==> config.mk <==
export PLATFORM = sky130hd
export DESIGN_NAME = reg_write_port
export DESIGN_NICKNAME = d
export VERILOG_FILES = /design/src/rtl/reg_write_port.sv
export SDC_FILE = /design/constraint.sdc
export NUM_CORES = 1
export LEC_CHECK = 0
export ABC_CLOCK_PERIOD_IN_PS = 5030
export CAP_MARGIN = 20
export CORE_ASPECT_RATIO = 1.25
export CORE_MARGIN = 3
export CORE_UTILIZATION = 45
export CTS_CLUSTER_SIZE = 10
export DETAILED_ROUTE_END_ITERATION = 16
export SLEW_MARGIN = 40
export SYNTH_ARGS = -nofsm -noshare
export SYNTH_HDL_FRONTEND = slang
export SYNTH_SLANG_ARGS = --single-unit
==> constraint.sdc <==
create_clock -name clk -period 5.03 [get_ports clk]
set_input_delay 1.509 -clock clk [delete_from_list [all_inputs] [get_ports clk]]
set_output_delay 1.509 -clock clk [all_outputs]
set_load 0.02 [all_outputs]
==> src/rtl/reg_write_port.sv <==
// reg_write_port: write side of the 16 x DATA_W register bank.
// ALU results enter an in-order write queue over a valid/ready handshake and
// are committed into the register array one per cycle while wb_en is high.
// Both read ports bypass pending queue entries (youngest match wins), so a
// read always observes the newest value written to a register.

module reg_write_port #(
    parameter int DATA_W = 32,
    parameter int DEPTH  = 2
) (
    input  logic                       clk,
    input  logic                       rst_n,
    input  logic                       wr_valid,
    output logic                       wr_ready,
    input  logic [3:0]                 wr_dest,
    input  logic [DATA_W-1:0]          wr_data,
    input  logic                       wb_en,
    input  logic [3:0]                 src1_sel,
    output logic [DATA_W-1:0]          src1_data,
    input  logic [3:0]                 src2_sel,
    output logic [DATA_W-1:0]          src2_data,
    output logic [15:0]                commit_onehot,
    output logic [15:0]                pending,
    output logic [$clog2(DEPTH):0]     count
);

    // DEPTH is 2 or 4, so pointers wrap naturally at PTR_W bits.
    localparam int PTR_W = $clog2(DEPTH);
    localparam int CNT_W = PTR_W + 1;

    logic [DATA_W-1:0] regs_r     [16];
    logic [3:0]        q_dest_r   [DEPTH];
    logic [DATA_W-1:0] q_data_r   [DEPTH];
    logic [DEPTH-1:0]  q_valid_r;
    logic [PTR_W-1:0]  head_r;
    logic [PTR_W-1:0]  tail_r;
    logic [CNT_W-1:0]  count_r;

    logic              accept_s;
    logic              commit_s;

    // Read one register through the queue bypass. Entries are walked from
    // oldest (head) to youngest, so the last match is the youngest one and
    // overrides both older matches and the committed register value. Only
    // stored entries take part; the incoming wr_* request never does.
    function automatic logic [DATA_W-1:0] read_port(input logic [3:0] sel);
        logic [DATA_W-1:0] val;
        logic [PTR_W-1:0]  idx;
        val = regs_r[sel];
        for (int k = 0; k < DEPTH; k++) begin
            idx = head_r + PTR_W'(k);
            if (q_valid_r[idx] && (q_dest_r[idx] == sel)) begin
                val = q_data_r[idx];
            end else begin
                val = val;
            end
        end
        return val;
    endfunction

    // wr_ready is a pure function of occupancy; there is no pass-through
    // when full, even if a commit frees a slot on the same edge.
    assign wr_ready = (count_r < CNT_W'(DEPTH));
    assign accept_s = wr_valid && wr_ready;
    assign commit_s = wb_en && (count_r != {CNT_W{1'b0}});
    assign count    = count_r;

    // Queue storage, pointers and occupancy; accept and commit may coincide.
    always_ff @(posedge clk or negedge rst_n) begin
        if (!rst_n) begin
            for (int i = 0; i < DEPTH; i++) begin
                q_dest_r[i] <= 4'h0;
                q_data_r[i] <= {DATA_W{1'b0}};
            end
            q_valid_r <= {DEPTH{1'b0}};
            head_r    <= {PTR_W{1'b0}};
            tail_r    <= {PTR_W{1'b0}};
            count_r   <= {CNT_W{1'b0}};
        end else begin
            if (accept_s) begin
                q_dest_r[tail_r]  <= wr_dest;
                q_data_r[tail_r]  <= wr_data;
                q_valid_r[tail_r] <= 1'b1;
                tail_r            <= tail_r + PTR_W'(1'b1);
            end
            // head != tail whenever a commit and an accept coincide, because
            // commit needs count > 0 and accept needs count < DEPTH.
            if (commit_s) begin
                q_valid_r[head_r] <= 1'b0;
                head_r            <= head_r + PTR_W'(1'b1);
            end
            case ({accept_s, commit_s})
                2'b10:   count_r <= count_r + CNT_W'(1'b1);
                2'b01:   count_r <= count_r - CNT_W'(1'b1);
                default: count_r <= count_r;
            endcase
        end
    end

    // Register array: the head entry lands in its destination on a commit edge.
    always_ff @(posedge clk or negedge rst_n) begin
        if (!rst_n) begin
            for (int i = 0; i < 16; i++) begin
                regs_r[i] <= {DATA_W{1'b0}};
            end
        end else if (commit_s) begin
            regs_r[q_dest_r[head_r]] <= q_data_r[head_r];
        end
    end

    // One-hot enable of the register being written on the coming edge.
    always_comb begin
        commit_onehot = 16'h0000;
        if (commit_s) begin
            commit_onehot = 16'h0001 << q_dest_r[head_r];
        end else begin
            commit_onehot = 16'h0000;
        end
    end

    // Pending mask rebuilt from the valid queue entries every cycle.
    always_comb begin
        pending = 16'h0000;
        for (int i = 0; i < DEPTH; i++) begin
            if (q_valid_r[i]) begin
                pending = pending | (16'h0001 << q_dest_r[i]);
            end else begin
                pending = pending;
            end
        end
    end

    // Two independent combinational read ports with queue bypass.
    always_comb begin
        src1_data = read_port(src1_sel);
        src2_data = read_port(src2_sel);
    end

endmodule

# Word level (Yosys, flattened, before mapping)
# Cells that the tools add are included.
dict set report word_totals {
  ff_bits 590
  inputBits 48
  out_inout_bits 99
  wordCells 118
}
dict set report classes {
  n_addsub 4
  order_cmp 14
  eq_ne 6
  n_shift 3
  muxes 45
  n_bitwise 10
  reduce_logical 12
}
# operator n
set ops {}
lappend ops {{bitwise mux 512 bit} 1}
lappend ops {{2-to-1 mux 32 bit} 16}
lappend ops {{binary-select mux 32 bit (select 4 bit)} 2}
lappend ops {{demux 32 bit (select 4 bit)} 1}
lappend ops {{bitwise mux 64 bit} 1}
lappend ops {{2-to-1 mux 16 bit} 3}
lappend ops {{left shift 1 x 4 -> 16 bit (first input constant)} 3}
lappend ops {{demux 32 bit (select 1 bit)} 1}
lappend ops {{2-to-1 mux 4 bit} 7}
lappend ops {{equality test 4 bit} 4}
lappend ops {{bitwise OR 16 bit} 1}
lappend ops {{greater-or-equal comparator 5 bit (second input constant)} 3}
lappend ops {{NOT 4 -> 5 bit} 3}
lappend ops {{logical AND 1 bit} 10}
lappend ops {{bitwise mux 8 bit} 1}
lappend ops {{greater-or-equal comparator 2 bit (second input constant)} 3}
lappend ops {{less-than comparator 1 x 2 -> 1 bit (second input constant)} 3}
lappend ops {{2-to-1 mux 1 bit} 6}
lappend ops {{NOT 1 -> 2 bit} 3}
lappend ops {{less-than comparator 5 x 1 -> 1 bit (second input constant)} 1}
lappend ops {{demux 4 bit (select 1 bit)} 1}
lappend ops {{2-to-1 mux 2 bit} 2}
lappend ops {{case mux 2 bit (2 select lines)} 1}
lappend ops {{nonzero test 2 bit} 2}
lappend ops {{12 further kinds} 15}

# Depth between registers and ports, before layout
dict set report logic_depth {
  word_depth 10
  mapped_depth 10
  depth_no_buf 7
}

# Worst setup path before layout
# OpenSTA, ideal clock, no wires.
dict set report synth_path {
  path_type {input -> output}
  startpoint {input src2_sel[0]}
  endpoint {output src2_data[0]}
  arrival_ps 3435
  required_ps 3521
  path_slack_ps 86
  cell_stages 8
  path_buffers 4
  path_cell_list {buf_2 -> buf_4 -> buf_2 -> nand2b_1 -> clkbuf_1 -> o22ai_1 -> o21a_1 -> a211oi_1}
}
dict set report synth_between {
  elab_chain_len 6
  word_cells_on_any_way 10
  cone_classes {2 x eq/ne; 5 x mux; 1 x bitwise; 2 x reduce/logical}
}
# item line_no
set synth_rtl {}
lappend synth_rtl {{start, declared} 20} ;# input logic [3:0] src2_sel,
lappend synth_rtl {{NOT 4 -> 5 bit (implied by the code)} 49} ;# val = regs_r[sel];
lappend synth_rtl {{binary-select mux 32 bit (select 4 bit)} 49}
lappend synth_rtl {{2-to-1 mux 32 bit (implied by the code) (2 in series)} 49}
lappend synth_rtl {{2-to-1 mux 32 bit} 52} ;# if (q_valid_r[idx] && (q_dest_r[idx] == sel)) begin
lappend synth_rtl {{2-to-1 mux 32 bit *} 52}
lappend synth_rtl {{end, declared} 21} ;# output logic [DATA_W-1:0] src2_data,
# Every way passes the cells marked *; elsewhere a longest branch is shown, timed or not. The select of a mux whose other input is x is not followed.

# Worst setup path after layout
dict set report layout_path {
  startpoint {input src2_sel[2]}
  endpoint {output src2_data[10]}
}
# Same word-level chain as after synthesis.

==> run metrics <==
R2R Path Start head_r; Hold WC Path Type reg2reg; Total Wirelength 103,000 um; Post-Syn Area per Cell 10.9 sq um; Hold Crit Start regs_r[430]; post-synth top area share 46.7%; area grow syn2layout 19.4%; CP required 3.52 ns; Residual DRC 0; Placeable Area 69,500 sq um; Tot GR Track Use 27.9%; Post-synth EDFFs 0; initial antenna violation count 0; Rel. slew slack 44.4%; full die area 73,500 sq um; Clk Tree Root Cell clkbuf_16; YS warnings 0; Yosys top cell by area dfrtp_1; Max Buffers Root-to-Sink 3; status finished with violations; crit-path max FO 19; met3 usage 3.75%; pwr dens 651 nW/um^2; Initial Utilization 45.5%; post-DR wirelength/cell 25.8 um; Syn Std Cell Area 31,600 sq um; fin crit period 5.03 ns; Fin. Hold Viols 0; failing checks setup timing; die width 243 um; latest clock arrival within the worst-skew pair 0.61 ns; Placement Setup Slack -0.726 ns; Post-DP Area 35,600 sq um; Post-synth top flop dfrtp_1; R2R Setup Slk 2.04 ns; #FFs+latches synth 590; Seq/Total Area, Yosys 46.7%; cell count of the worst reg-to-reg path 7; Post-Route Skew 0.0173 ns; Worst Tran Pin Value 0.819 ns; Peak Freq 199 MHz; syn_nets 2,961; number of global-route vias before repair 25,800; dpl hpwl 64,800 um; FP Rows 108; initial drt markers 2,618; DRT Pass-1 Iters 6; Antenna diodes 0; setup violators final 1; number of port buffers 146; layout cells sized above 1 26.1%; Startpoint Class input port; post-route clock period utilization 100%; FFs w/ async S/R, synth 100%; global route overflow 0; Final GP Congestion 0.852; # placed instances 3,901; CTS tree yes; hold depth 2; Setup CP Type in2out; RR Endpoint regs_r[332]; GRT busiest layer met2; num ports 147; Finished Cell Area 37,700 sq um; post-route setup slack -0.00351 ns; Max Slew Vio Count 0; # nets final 3,108; via count 25,300; Yosys cell types 40; clk sinks 590; LEAKAGE 0.0154 uW; TritonCTS Buffers 70; Max Cap Viol 0; Hold Path End regs_r[430]; top cells by area, synth dfrtp_1 47%, mux4_2 18%, a21oi_1 6.1%; die height 302 um; H-Tree Depth 3; GRT met1 Usage 36.1%; first-pass GRT wire length 156,000 um; met2 GRT Util 47.8%; Critical Path AT 3.52 ns; final non-filler cell total 4,012; Worst-path clk slew 0.05 ns; worst vdd ir 299 uV; Post-CTS Hold Fix Bufs 0; antenna-violating nets left 0; vias per inst 6.30; largest net degree at the start of global routing 96; Cells after Synth 2,912; RSZ-0062 raised after global routing true; Worst setup EP type output port
==> worst max-delay path by stage <==
stage               slack [ns]  cells past startpoint   startpoint            end
floorplan                 0.09                      8  src2_sel[0]   src2_data[0]
global placement         -0.69                     10  src2_sel[2]  src2_data[31]
detailed placement       -0.73                     10  src2_sel[2]  src2_data[31]
CTS                      0.004                     10  src2_sel[2]  src2_data[31]
global route             -0.05                     10  src2_sel[2]  src2_data[10]
finish                  -0.004                     10  src2_sel[2]  src2_data[10]
==> critical path, cell delays in order <==
cell	delay (ns)
buf_2	0.15
xnor2_2	0.22
a32oi_2	0.16
nor4_4	0.28
buf_4	0.21
nand2b_4	0.18
buf_12	0.18
o21ai_1	0.09
a211oi_2	0.16
clkdlybuf4s15_1	0.33
==> cells by family after synthesis <==
kind of cell	count (synthesis)	synth area share, %
AO/OA/AOI/OAI	921	17.2
buffers and inverters	298	3.97
adder cells (fa/ha/maj)	1	0.0396
multiplexers	367	22.1
AND/OR/NAND/NOR	714	9.43
XOR/XNOR	21	0.582
flip-flops	590	46.7
==> area by class of cell <==
type / count / area (sq um)
fill: 6007 / 31700
clock inverter: 6 / 70.1
sequential: 590 / 14800
inverter: 9 / 33.8
tap: 935 / 1170
multi-input combinational: 2024 / 15900
clock buffer: 84 / 1900
timing repair buffer: 364 / 3860
==> registers in the layout (all words and copies together), names as in the netlist <==
signal / count
regs_r: 512
q_valid_r: 2
q_dest_r: 8
count: 2
head_r: 1
tail_r: 1
q_data_r: 64
==> cells in the mapped netlist (4+ instances only) <==
cell type	n
o22ai_1	140
clkbuf_1	167
nor2b_1	40
xnor2_1	21
nand2b_1	42
o21a_1	64
a211oi_1	7
buf_4	11
o21ai_0	193
nor2_1	463
mux2_2	72
a32oi_1	4
inv_1	9
or2_2	4
buf_1	45
nand3_1	11
dfrtp_1	590
a21oi_1	388
buf_2	64
nand2_1	143
o21ai_1	61
mux4_2	256
a211oi_2	57
mux2i_1	36
==> power breakdown <==
| group | switching (uW) | internal (uW) |
|---|---|---|
| logic | 5940 | 4980 |
| registers | 1950 | 7090 |
| clock network | 1920 | 2680 |
==> stage by stage <==
step / hold slack (ns) / total power [uW] / setup TNS [ns] / utilization (%)
after CTS: 0.503 / 24400 / 0 / 54.0
after global routing: 0.527 / 26000 / -0.117 / 54.3
after detailed placement: 0.490 / 20000 / -36.78 / 51.2
after floorplan: 0.462 / 16000 / 0 / -
final: 0.495 / 24600 / -0.00351 / 54.3
after global placement: 0.474 / 19300 / -35.62 / 51.0
==> metal layers <==
metal  share of wire (%)  wire length [um]
met1                  39             40400
met2                  50             52000
met3                 7.0              7200
met4                 3.7              3860
met5                   0                 0
==> cell usage in the layout (no fill, tap or decap), types with 3 or more instances in the layout <==
master,n
inv_6,4
o22ai_1,139
clkbuf_1,8
clkdlybuf4s50_1,60
xnor2_1,17
clkdlybuf4s15_1,8
o21ai_1,61
clkbuf_2,20
mux2i_2,11
mux2i_4,5
nand3_1,6
nand2b_1,39
nor2_4,15
nand2_1,143
o21ai_0,193
dlymetal6s2s_1,4
a21oi_1,387
o21a_1,64
buf_4,134
mux2i_1,23
mux4_2,256
a211oi_2,58
buf_12,67
nand3_2,4
a211oi_1,6
nor2b_1,38
clkbuf_8,3
clkdlybuf4s15_2,7
dfrtp_1,589
buf_6,25
nor2_1,449
a32oi_2,3
or2_2,4
dlygate4sd2_1,16
mux2_2,72
clkbuf_16,74
inv_1,9
buf_2,19
==> what timing repair did <==
item / 4_1_cts / 5_1_grt
pin swaps: 0 / 8
setup buffers: 7 / 11
gates resized for setup: 170 / 72
gates cloned: 0 / 1
setup endpoints to repair: 73 / 58
Power figures use the tool's default switching activity.
